<file path="src/rtl/pc_gen.sv">
// pc_gen: program counter with next-PC select, exception return address and optional return-address stack (PC_RAS_EN).
// Latency: selected next PC appears on pc one clk edge after sampling; pc_plus4/pc_misalign are combinational from pc.
// Backpressure: pc_write=0 stalls pc, epc and the RAS; exc and eret bypass the stall.
module pc_gen #(
    parameter int               WIDTH     = 32,
    parameter logic [WIDTH-1:0] RESET_VEC = 32'h0000_3000,
    parameter logic [WIDTH-1:0] EXC_VEC   = 32'h0000_4180,
    parameter int               RAS_DEPTH = 4
) (
    input  logic             clk,
    input  logic             rst,
    input  logic             pc_write,
    input  logic             br_taken,
    input  logic [WIDTH-1:0] br_target,
    input  logic             jump,
    input  logic [WIDTH-1:0] jump_target,
    input  logic             jr,
    input  logic [WIDTH-1:0] jr_target,
    input  logic             call,
    input  logic             ret,
    input  logic             exc,
    input  logic             eret,
    output logic [WIDTH-1:0] pc,
    output logic [WIDTH-1:0] pc_plus4,
    output logic [WIDTH-1:0] epc,
    output logic             pc_misalign,
    output logic             ras_empty,
    output logic             ras_underflow
);

    logic [WIDTH-1:0] pc_q, pc_d;
    logic [WIDTH-1:0] epc_q, epc_d;
    logic             ras_underflow_q, ras_underflow_d;
    logic [WIDTH-1:0] seq_pc;
    logic [WIDTH-1:0] ret_pc;     // destination chosen for a return

    assign seq_pc      = pc_q + WIDTH'(4);
    assign pc          = pc_q;
    assign pc_plus4    = seq_pc;
    assign epc         = epc_q;
    assign pc_misalign = (pc_q[1:0] != 2'b00);
    assign ras_underflow = ras_underflow_q;

`ifdef PC_RAS_EN
    localparam int               PTR_W    = $clog2(RAS_DEPTH);
    localparam logic [PTR_W:0]   RAS_FULL = (PTR_W+1)'(RAS_DEPTH);

    logic [WIDTH-1:0] ras_mem_q [RAS_DEPTH];
    logic [WIDTH-1:0] ras_mem_d [RAS_DEPTH];
    logic [PTR_W-1:0] ras_ptr_q, ras_ptr_d;   // next free slot; top is one below
    logic [PTR_W:0]   ras_cnt_q, ras_cnt_d;
    logic [PTR_W-1:0] ras_top_idx;
    logic             ras_hit;
    logic             flow_upd;               // ordinary control-flow update, no exc/eret

    assign ras_top_idx = ras_ptr_q - PTR_W'(1);
    assign ras_hit     = (ras_cnt_q != '0);
    assign ret_pc      = ras_hit ? ras_mem_q[ras_top_idx] : jr_target;
    assign ras_empty   = ~ras_hit;
    assign flow_upd    = pc_write & ~exc & ~eret;

    // Stack maintenance: push on call, pop on ret, replace top on call+ret.
    always_comb begin
        ras_mem_d       = ras_mem_q;
        ras_ptr_d       = ras_ptr_q;
        ras_cnt_d       = ras_cnt_q;
        ras_underflow_d = 1'b0;
        if (flow_upd) begin
            if (call && ret) begin
                if (ras_hit) begin
                    ras_mem_d[ras_top_idx] = seq_pc;
                end else begin
                    ras_mem_d[ras_ptr_q] = seq_pc;
                    ras_ptr_d            = ras_ptr_q + PTR_W'(1);
                    ras_cnt_d            = (PTR_W+1)'(1);
                end
            end else if (call) begin
                // Full stack wraps over the oldest entry; count saturates.
                ras_mem_d[ras_ptr_q] = seq_pc;
                ras_ptr_d            = ras_ptr_q + PTR_W'(1);
                if (ras_cnt_q != RAS_FULL) begin
                    ras_cnt_d = ras_cnt_q + (PTR_W+1)'(1);
                end
            end else if (ret) begin
                if (ras_hit) begin
                    ras_ptr_d = ras_top_idx;
                    ras_cnt_d = ras_cnt_q - (PTR_W+1)'(1);
                end else begin
                    ras_underflow_d = 1'b1;
                end
            end
        end
    end

    // Stack storage, pointer and occupancy registers.
    always_ff @(posedge clk or posedge rst) begin
        if (rst) begin
            for (int i = 0; i < RAS_DEPTH; i++) begin
                ras_mem_q[i] <= '0;
            end
            ras_ptr_q <= '0;
            ras_cnt_q <= '0;
        end else begin
            ras_mem_q <= ras_mem_d;
            ras_ptr_q <= ras_ptr_d;
            ras_cnt_q <= ras_cnt_d;
        end
    end
`else
    // Without the stack a return is a plain register jump and call has no effect.
    logic unused_ras;

    assign ret_pc          = jr_target;
    assign ras_empty       = 1'b1;
    assign ras_underflow_d = 1'b0;
    assign unused_ras      = ^{call, 32'(RAS_DEPTH)};
`endif

    // Next-PC priority: exc, eret, ret, jr, jump, branch, sequential.
    always_comb begin
        pc_d  = pc_q;
        epc_d = epc_q;
        if (exc) begin
            pc_d  = EXC_VEC;
            epc_d = pc_q;
        end else if (eret) begin
            pc_d = epc_q;
        end else if (pc_write) begin
            if (ret) begin
                pc_d = ret_pc;
            end else if (jr) begin
                pc_d = jr_target;
            end else if (jump) begin
                pc_d = jump_target;
            end else if (br_taken) begin
                pc_d = br_target;
            end else begin
                pc_d = seq_pc;
            end
        end
    end

    // PC, EPC and underflow pulse registers.
    always_ff @(posedge clk or posedge rst) begin
        if (rst) begin
            pc_q            <= RESET_VEC;
            epc_q           <= '0;
            ras_underflow_q <= 1'b0;
        end else begin
            pc_q            <= pc_d;
            epc_q           <= epc_d;
            ras_underflow_q <= ras_underflow_d;
        end
    end

endmodule

</file>
<file path="config.mk">
export PLATFORM = sky130hd
export DESIGN_NAME = pc_gen
export DESIGN_NICKNAME = d
export VERILOG_FILES = /design/src/rtl/pc_gen.sv
export SDC_FILE = /design/constraint.sdc
export NUM_CORES = 1
export LEC_CHECK = 0
export BUFFER_PORTS_ARGS = -buffer_cell sky130_fd_sc_hd__buf_4
export CORE_MARGIN = 3
export CORE_UTILIZATION = 48
export DETAILED_ROUTE_END_ITERATION = 7
export PLACE_DENSITY = 0.81
export SLEW_MARGIN = 10
export SYNTH_ARGS = -nofsm -noshare
export SYNTH_HDL_FRONTEND = slang
export SYNTH_SLANG_ARGS = --single-unit
</file>
<file path="constraint.sdc">
create_clock -name clk -period 3.7 [get_ports clk]
set_input_delay 0.37 -clock clk [delete_from_list [all_inputs] [get_ports clk]]
set_output_delay 0.37 -clock clk [all_outputs]
set_load 0.1 [all_outputs]
</file>
==> summary.json, run 1 <==
{
  "status": {
    "result_of_the_run": "finished, final reports clean"
  },
  "power": {
    "power.share.clock_pct": 23.4,
    "switchingPower_w": 0.00127,
    "seqPwrFrac_pct": 31.7,
    "p_int_w": 0.00140,
    "power_leakage_nw": 2.93,
    "combPwrFrac_pct": 44.9,
    "switching_share_pct": 47.6,
    "ir_drop_uv": 258,
    "p_per_area_mw_per_mm2": 422
  },
  "placed_design": {
    "dpl-instance-area_mm2": 0.00615,
    "dp_hpwl_mm": 12.0,
    "place.port_buffers": 201,
    "gpl.final_weighted_congestion": 0.925
  },
  "critical_path": {
    "critPathKind": "flip-flop to output pin",
    "timing.critical_path.buf_inv": 1,
    "crit_cells": 6,
    "cp_peak_stage_delay_ns": 0.69,
    "reg2reg_depth": 5,
    "path_max_fanout": 9,
    "data_arrival_time_of_the_worst_path_ns": 3.17,
    "slowest_stage": "sky130_fd_sc_hd__or4_1",
    "gate_family_responsible_for_the_most_delay_along_the_worst_path": "simple AND/OR/NAND/NOR gates",
    "regToRegStartpoint": "pc[12]$_DFFE_PP1P_",
    "endpoint_kind": "output pin",
    "cell_breakdown_of_the_critical_path": "nand4_4 -> or4_4 -> or4_1 -> or3_1 -> nand2_2 -> buf_4",
    "cp.required_ns": 3.33,
    "start_kind": "flip-flop",
    "r2r_slack_ns": 0.99,
    "rr_endpoint": "pc[31]$_DFFE_PP0P_"
  },
  "timing": {
    "setup-violations-final": 0,
    "post-route-min-period_ns": 3.54,
    "max_freq_mhz": 283,
    "final.setup_skew_ns": 0.0171,
    "maxSlewHeadroom_pct": 39.8,
    "finalCritPeriodShare_pct": 95.6,
    "unrepaired_setup_endpoints_after_global_routing": "no",
    "timing_max_transition_violations_final": 0,
    "number_of_hold_slack_violations_in_the_final_timing_report": 0,
    "tightest_slew_ns": 0.902,
    "finalSetupTns_ns": 0
  },
  "routing": {
    "route.final.wire_length_mm": 17.2,
    "drtAntennaViolNets": 0,
    "drt_pre_antenna_iters": 5,
    "drc": 0,
    "post_drt_via_cell_ratio": 6.14,
    "dr.first_iter.drc_count": 449,
    "vias": 5225,
    "detail_route.wl_per_cell_um": 20.2
  },
  "clocking": {
    "cts.sink_count": 64,
    "clock_tree_from_tritoncts": "built",
    "h-tree-depth": 3,
    "postCtsSetupBuffers": 0,
    "max-clock-path-buffers": 2,
    "cts_root_buf": "sky130_fd_sc_hd__clkbuf_8",
    "numCtsBuffers": 9,
    "clkSlewWorstSetupHoldPaths_ns": 0.08,
    "insertion_delay_ns": 0.35
  },
  "cells_and_area": {
    "fraction_of_final_layout_cells_sized_beyond_drive_strength_1_pct": 40.8,
    "finalNetCount": 827,
    "multi_input_area_mm2": 0.00274,
    "sequential_cell_area_mm2": 0.00162,
    "post_synthesis_to_final_layout_area_growth_pct": 39.3,
    "fill_cell_total_of_the_finished_layout": 720,
    "design_area_mm2": 0.00635,
    "antenna_cells": 0
  },
  "logic_synthesis": {
    "edff_count_synth": 0,
    "synth.cell_area_mm2": 0.00456,
    "netlist-cell-type-count": 65,
    "synth_top_cells_by_area": "sky130_fd_sc_hd__dfrtp_1, sky130_fd_sc_hd__mux2_2, sky130_fd_sc_hd__a21oi_1",
    "syn_inst": 554,
    "synth_common_cells": "sky130_fd_sc_hd__dfrtp_1, sky130_fd_sc_hd__nor2_1, sky130_fd_sc_hd__a21oi_1",
    "yosysSeqAreaShare_pct": 35.2,
    "synth_area_per_cell_um2": 8.23,
    "synth-async-reset-ratio_pct": 100,
    "synthesis.yosys.warnings": 0,
    "ys_ff_latch": 64,
    "yosys.area.top_type_share_pct": 34.0,
    "post-synth-top-count-cell": "sky130_fd_sc_hd__dfrtp_1",
    "synthesis.nets": 661,
    "ys_dominant_reg_cell": "sky130_fd_sc_hd__dfrtp_1",
    "synth_area_leader_cell": "sky130_fd_sc_hd__dfrtp_1"
  },
  "min_path": {
    "min_path_type": "input pin to asynchronous set/reset pin"
  },
  "global_routing": {
    "globalRouteOverflowTotal": 0,
    "grt_pass1_vias": 5108,
    "wire_length_of_the_first_global_routing_pass_mm": 26.4,
    "grt_max_degree": 78,
    "grt_util_all_layers_pct": 32.1,
    "initial_antenna_violation_count": 0
  },
  "job": {
    "drv.max_cap_violation_count": 0
  },
  "floorplanning": {
    "die_y_um": 103,
    "die_area_mm2": 0.0107,
    "row_count": 34,
    "floorplan.initialDensity_pct": 50.8,
    "die_width_um": 103,
    "core_area_mm2": 0.00898,
    "count_of_boundary_i_o_pins": 205
  }
}
-- final cells by class --
cell class | instances | area share [%]
Clock buffer | 13 | 2.50
Clock inverter | 3 | 0.630
Inverter | 18 | 1.06
Multi-Input combinational cell | 418 | 43.2
Sequential cell | 64 | 25.5
Tap cell | 126 | 2.48
Timing Repair Buffer | 209 | 24.7
-- worst max path at each step --
| stage | startpoint | to |
|---|---|---|
| detailed placement | pc[13]$_DFFE_PP1P_ | pc_plus4[31] |
| CTS | pc[12]$_DFFE_PP1P_ | pc_plus4[31] |
| global route | pc[12]$_DFFE_PP1P_ | pc_plus4[31] |
| finish | pc[12]$_DFFE_PP1P_ | pc_plus4[31] |
| global placement | pc[12]$_DFFE_PP1P_ | pc_plus4[31] |
| floorplan | pc[4]$_DFFE_PP0P_ | pc_plus4[29] |
-- cell families after synthesis --
group	after synthesis	share of synthesized area, %
xor gates and xnor gates	17	3.27
other	2	0.165
and+or+nand+nor	189	20.6
AOI/OAI and AO/OA	181	27.3
adders and majority gates	1	0.274
buffers and inverters	72	6.45
DFF	64	35.2
muxes	28	6.86
-- power by group through the flow --
| stage | Combinational [W] | Sequential, W | Clock, W |
|---|---|---|---|
| 2_1_floorplan | 0.000479 | 0.00126 | 0 |
| 3_3_place_gp | 0.00119 | 0.000854 | 0 |
| 3_5_place_dp | 0.00120 | 0.000859 | 0 |
| 4_1_cts | 0.00120 | 0.000847 | 0.000629 |
| 5_1_grt | 0.00124 | 0.000861 | 0.000663 |
| 6_report | 0.00120 | 0.000848 | 0.000626 |
-- cells in the final DEF, fill, tap and decap left out, types with 9 or more instances in the layout --
cell type	n
sky130_fd_sc_hd__o21ai_0	23
sky130_fd_sc_hd__inv_1	16
sky130_fd_sc_hd__nor3_1	15
sky130_fd_sc_hd__dfrtp_2	10
sky130_fd_sc_hd__nand2_1	44
sky130_fd_sc_hd__nor2_1	55
sky130_fd_sc_hd__mux2_2	26
sky130_fd_sc_hd__a221oi_1	9
sky130_fd_sc_hd__a21oi_1	48
sky130_fd_sc_hd__or2_2	9
sky130_fd_sc_hd__a211oi_1	21
sky130_fd_sc_hd__dfrtp_1	52
sky130_fd_sc_hd__nand3_1	19
sky130_fd_sc_hd__clkbuf_8	11
sky130_fd_sc_hd__buf_4	209
-- state kept, by name (all words and copies together), names as in the netlist --
signal / flops
epc: 32
pc: 32
-- stage by stage --
| step | utilization (%) | hold slack (ns) | worst slack, ns | std cells | power [W] |
|---|---|---|---|---|---|
| global route | 70.8 | 0.296 | 0.0762 | 851 | 0.00277 |
| global placement | 68.5 | 0.510 | 0.482 | 835 | 0.00204 |
| detailed placement | 68.5 | 0.521 | 0.457 | 835 | 0.00206 |
| finish | 70.8 | 0.217 | 0.163 | 851 | 0.00268 |
| floorplan | - | 0.535 | 0.0630 | 554 | 0.00174 |
| CTS | 70.7 | 0.256 | 0.0657 | 851 | 0.00268 |
-- metal layers --
layer	vias up	wire, um	GRT usage, %
met5	-	0	0
met3	41	1740	5.23
li1	2385	-	-
met2	310	8210	51.9
met4	0	426	12.5
met1	2489	6790	43.1
-- what timing repair did --
item,in CTS,in global routing
setup endpoints to repair,0,1
hold buffers,0,0
gates resized for setup,0,1
Note: power is estimated with default switching activity, not from simulation.
==> run 2, diff against run 1 <==
ABC_AREA = 1   (was not set)
CORE_UTILIZATION = 49   (was 48)
PLACE_DENSITY = 0.82   (was 0.81)
TNS_END_PERCENT = 30   (was not set)
==> run 2 against run 1 <==
Synthesized area is 7.0% higher. Routed wire length is 1.2% lower. Setup slack better by 0.92 ns. Critical path type unchanged.
==> summary.json, run 2 <==
{
  "status": {
    "result_of_the_run": "finished, final reports clean"
  },
  "clocking": {
    "insertion_delay_ns": 0.34,
    "postCtsSetupBuffers": 0,
    "clkSlewWorstSetupHoldPaths_ns": 0.08,
    "cts.sink_count": 64,
    "clock_tree_from_tritoncts": "built",
    "post_cts_resize_count": 0,
    "max-clock-path-buffers": 2,
    "cts_hold_buffers": 0,
    "numCtsBuffers": 9,
    "h-tree-depth": 3,
    "cts_root_buf": "sky130_fd_sc_hd__clkbuf_8"
  },
  "floorplanning": {
    "die_y_um": 106,
    "die_width_um": 106,
    "core_area_mm2": 0.00946,
    "row_count": 35,
    "die_area_mm2": 0.0112,
    "count_of_boundary_i_o_pins": 205,
    "floorplan.initialDensity_pct": 51.6
  },
  "routing": {
    "dr.first_iter.drc_count": 440,
    "drt_pre_antenna_iters": 5,
    "post_drt_via_cell_ratio": 5.13,
    "drtAntennaViolNets": 0,
    "route.final.wire_length_mm": 17.0,
    "drc": 0,
    "detail_route.wl_per_cell_um": 15.2,
    "vias": 5739
  },
  "logic_synthesis": {
    "post-synth-top-count-cell": "sky130_fd_sc_hd__nand2_1",
    "synth-async-reset-ratio_pct": 100,
    "synth_top_cells_by_area": "sky130_fd_sc_hd__dfrtp_1, sky130_fd_sc_hd__nand2_1, sky130_fd_sc_hd__nor2_1",
    "syn_inst": 809,
    "edff_count_synth": 0,
    "synth.cell_area_mm2": 0.00488,
    "synth_area_per_cell_um2": 6.03,
    "yosys.area.top_type_share_pct": 31.8,
    "ys_dominant_reg_cell": "sky130_fd_sc_hd__dfrtp_1",
    "yosysSeqAreaShare_pct": 32.9,
    "synth_area_leader_cell": "sky130_fd_sc_hd__dfrtp_1",
    "synthesis.yosys.warnings": 0,
    "synthesis.nets": 916,
    "ys_ff_latch": 64,
    "synth_common_cells": "sky130_fd_sc_hd__nand2_1, sky130_fd_sc_hd__nor2_1, sky130_fd_sc_hd__inv_1",
    "netlist-cell-type-count": 36
  },
  "critical_path": {
    "rr_endpoint": "pc[18]$_DFFE_PP0P_",
    "reg2reg_depth": 12,
    "regToRegStartpoint": "pc[2]$_DFFE_PP0P_",
    "r2r_slack_ns": 1.67,
    "cp.required_ns": 3.33,
    "critPathKind": "flip-flop to output pin",
    "endpoint_kind": "output pin",
    "path_max_fanout": 5,
    "start_kind": "flip-flop",
    "data_arrival_time_of_the_worst_path_ns": 2.24
  },
  "global_routing": {
    "grt_pass1_vias": 5184,
    "globalRouteOverflowTotal": 0,
    "grt_util_all_layers_pct": 29.7,
    "grt_max_degree": 52,
    "wire_length_of_the_first_global_routing_pass_mm": 26.6,
    "initial_antenna_violation_count": 1
  },
  "cells_and_area": {
    "finalNetCount": 1091,
    "antenna_cells": 0,
    "final_core_utilization_pct": 69.1,
    "post_synthesis_to_final_layout_area_growth_pct": 33.9,
    "design_area_mm2": 0.00653,
    "most-common-layout-cells": "sky130_fd_sc_hd__nand2_1, sky130_fd_sc_hd__buf_4, sky130_fd_sc_hd__nor2_1",
    "fill_cell_total_of_the_finished_layout": 900,
    "fraction_of_final_layout_cells_sized_beyond_drive_strength_1_pct": 24.5,
    "mostFrequentLayoutCell": "sky130_fd_sc_hd__nand2_1"
  },
  "timing": {
    "finalCritPeriodShare_pct": 70.6,
    "maxSlewHeadroom_pct": 19.9,
    "finalSetupTns_ns": 0,
    "tightest_slew_ns": 1.20,
    "unrepaired_setup_endpoints_after_global_routing": "no",
    "final.setup_skew_ns": 0.0162,
    "post-route-min-period_ns": 2.61,
    "setup-violations-final": 0,
    "max_freq_mhz": 383,
    "holdWs_ns": 0.310,
    "timing_max_transition_violations_final": 0,
    "number_of_hold_slack_violations_in_the_final_timing_report": 0
  },
  "placed_design": {
    "gpl.final_weighted_congestion": 0.943,
    "place.port_buffers": 201,
    "dpl-instance-area_mm2": 0.00634,
    "dp_hpwl_mm": 12.1
  },
  "power": {
    "power_leakage_nw": 3.58,
    "p_per_area_mw_per_mm2": 465,
    "ir_drop_uv": 268
  },
  "job": {
    "drv.max_cap_violation_count": 0
  },
  "min_path": {
    "min_path_type": "input pin to asynchronous set/reset pin"
  }
}
run 2: final cells by class:
cell class / count / area, um^2 / share of cell area, %
multi-input cells: 627 / 2750 / 42.0
well taps: 129 / 161 / 2.47
repair buffers: 206 / 1550 / 23.7
clock inverters: 4 / 45.0 / 0.690
flip-flops and latches: 64 / 1600 / 24.6
inverters: 76 / 285 / 4.37
clock buffers: 12 / 145 / 2.22
run 2: worst max path at each step:
stage | from | end | slack [ns]
finish | pc[2]$_DFFE_PP0P_ | pc_plus4[26] | 1.09
global route | pc[3]$_DFFE_PP0P_ | pc_plus4[26] | 0.87
CTS | pc[2]$_DFFE_PP0P_ | pc_plus4[26] | 1.10
detailed placement | jr | pc[5]$_DFFE_PP0P_ | 1.34
global placement | jr | pc[0]$_DFFE_PP0P_ | 1.34
floorplan | pc[2]$_DFFE_PP0P_ | pc[9]$_DFFE_PP0P_ | 0.13
run 2: logic make-up (layout without fill, tap and decap cells):
family          count (synthesis)  in the layout  synth area share [%]
compound gates                127            127                  13.7
xor+xnor                        7              7                  1.57
fa+ha+maj                       1              1                 0.257
buf+inv                       118            298                  10.8
flops                          64             64                  32.9
other cells                     2              2                 0.154
simple gates                  490            490                  40.6
run 2: per-layer routing:
layer | up-vias | part of all wire (%) | GRT usage (%)
met2 | 250 | 47 | 48.8
li1 | 2873 | - | -
met4 | 2 | 1.9 | 8.33
met5 | - | 0.077 | 0
met3 | 36 | 7.3 | 5.39
met1 | 2578 | 44 | 40.2
run 2: worst max-delay path, stage by stage, from the launching register on:
cell and delay [ns]:
sky130_fd_sc_hd__dfrtp_1 0.43, sky130_fd_sc_hd__ha_1 0.29, sky130_fd_sc_hd__nand3_1 0.20, sky130_fd_sc_hd__inv_1 0.14
sky130_fd_sc_hd__nand2_1 0.14, sky130_fd_sc_hd__inv_1 0.16, sky130_fd_sc_hd__nand2_1 0.08, sky130_fd_sc_hd__nand2_1 0.08
sky130_fd_sc_hd__nand2_1 0.05, sky130_fd_sc_hd__inv_1 0.05, sky130_fd_sc_hd__buf_4 0.28
run 2: per-stage QoR:
stage / power [W] / cells / worst slack (ns)
2_1_floorplan: 0.00206 / 809 / 0.128
3_3_place_gp: 0.00243 / 1102 / 1.34
3_5_place_dp: 0.00244 / 1102 / 1.34
4_1_cts: 0.00304 / 1118 / 1.10
5_1_grt: 0.00316 / 1118 / 0.866
6_report: 0.00304 / 1118 / 1.09
run 2: power by group:
part	total (W)	internal (W)	switching, W
Clock	0.000607	0.000327	0.000280
Combinational	0.00155	0.000337	0.00122
Sequential	0.000873	0.000779	0.0000941
Total	0.00304	0.00144	0.00159
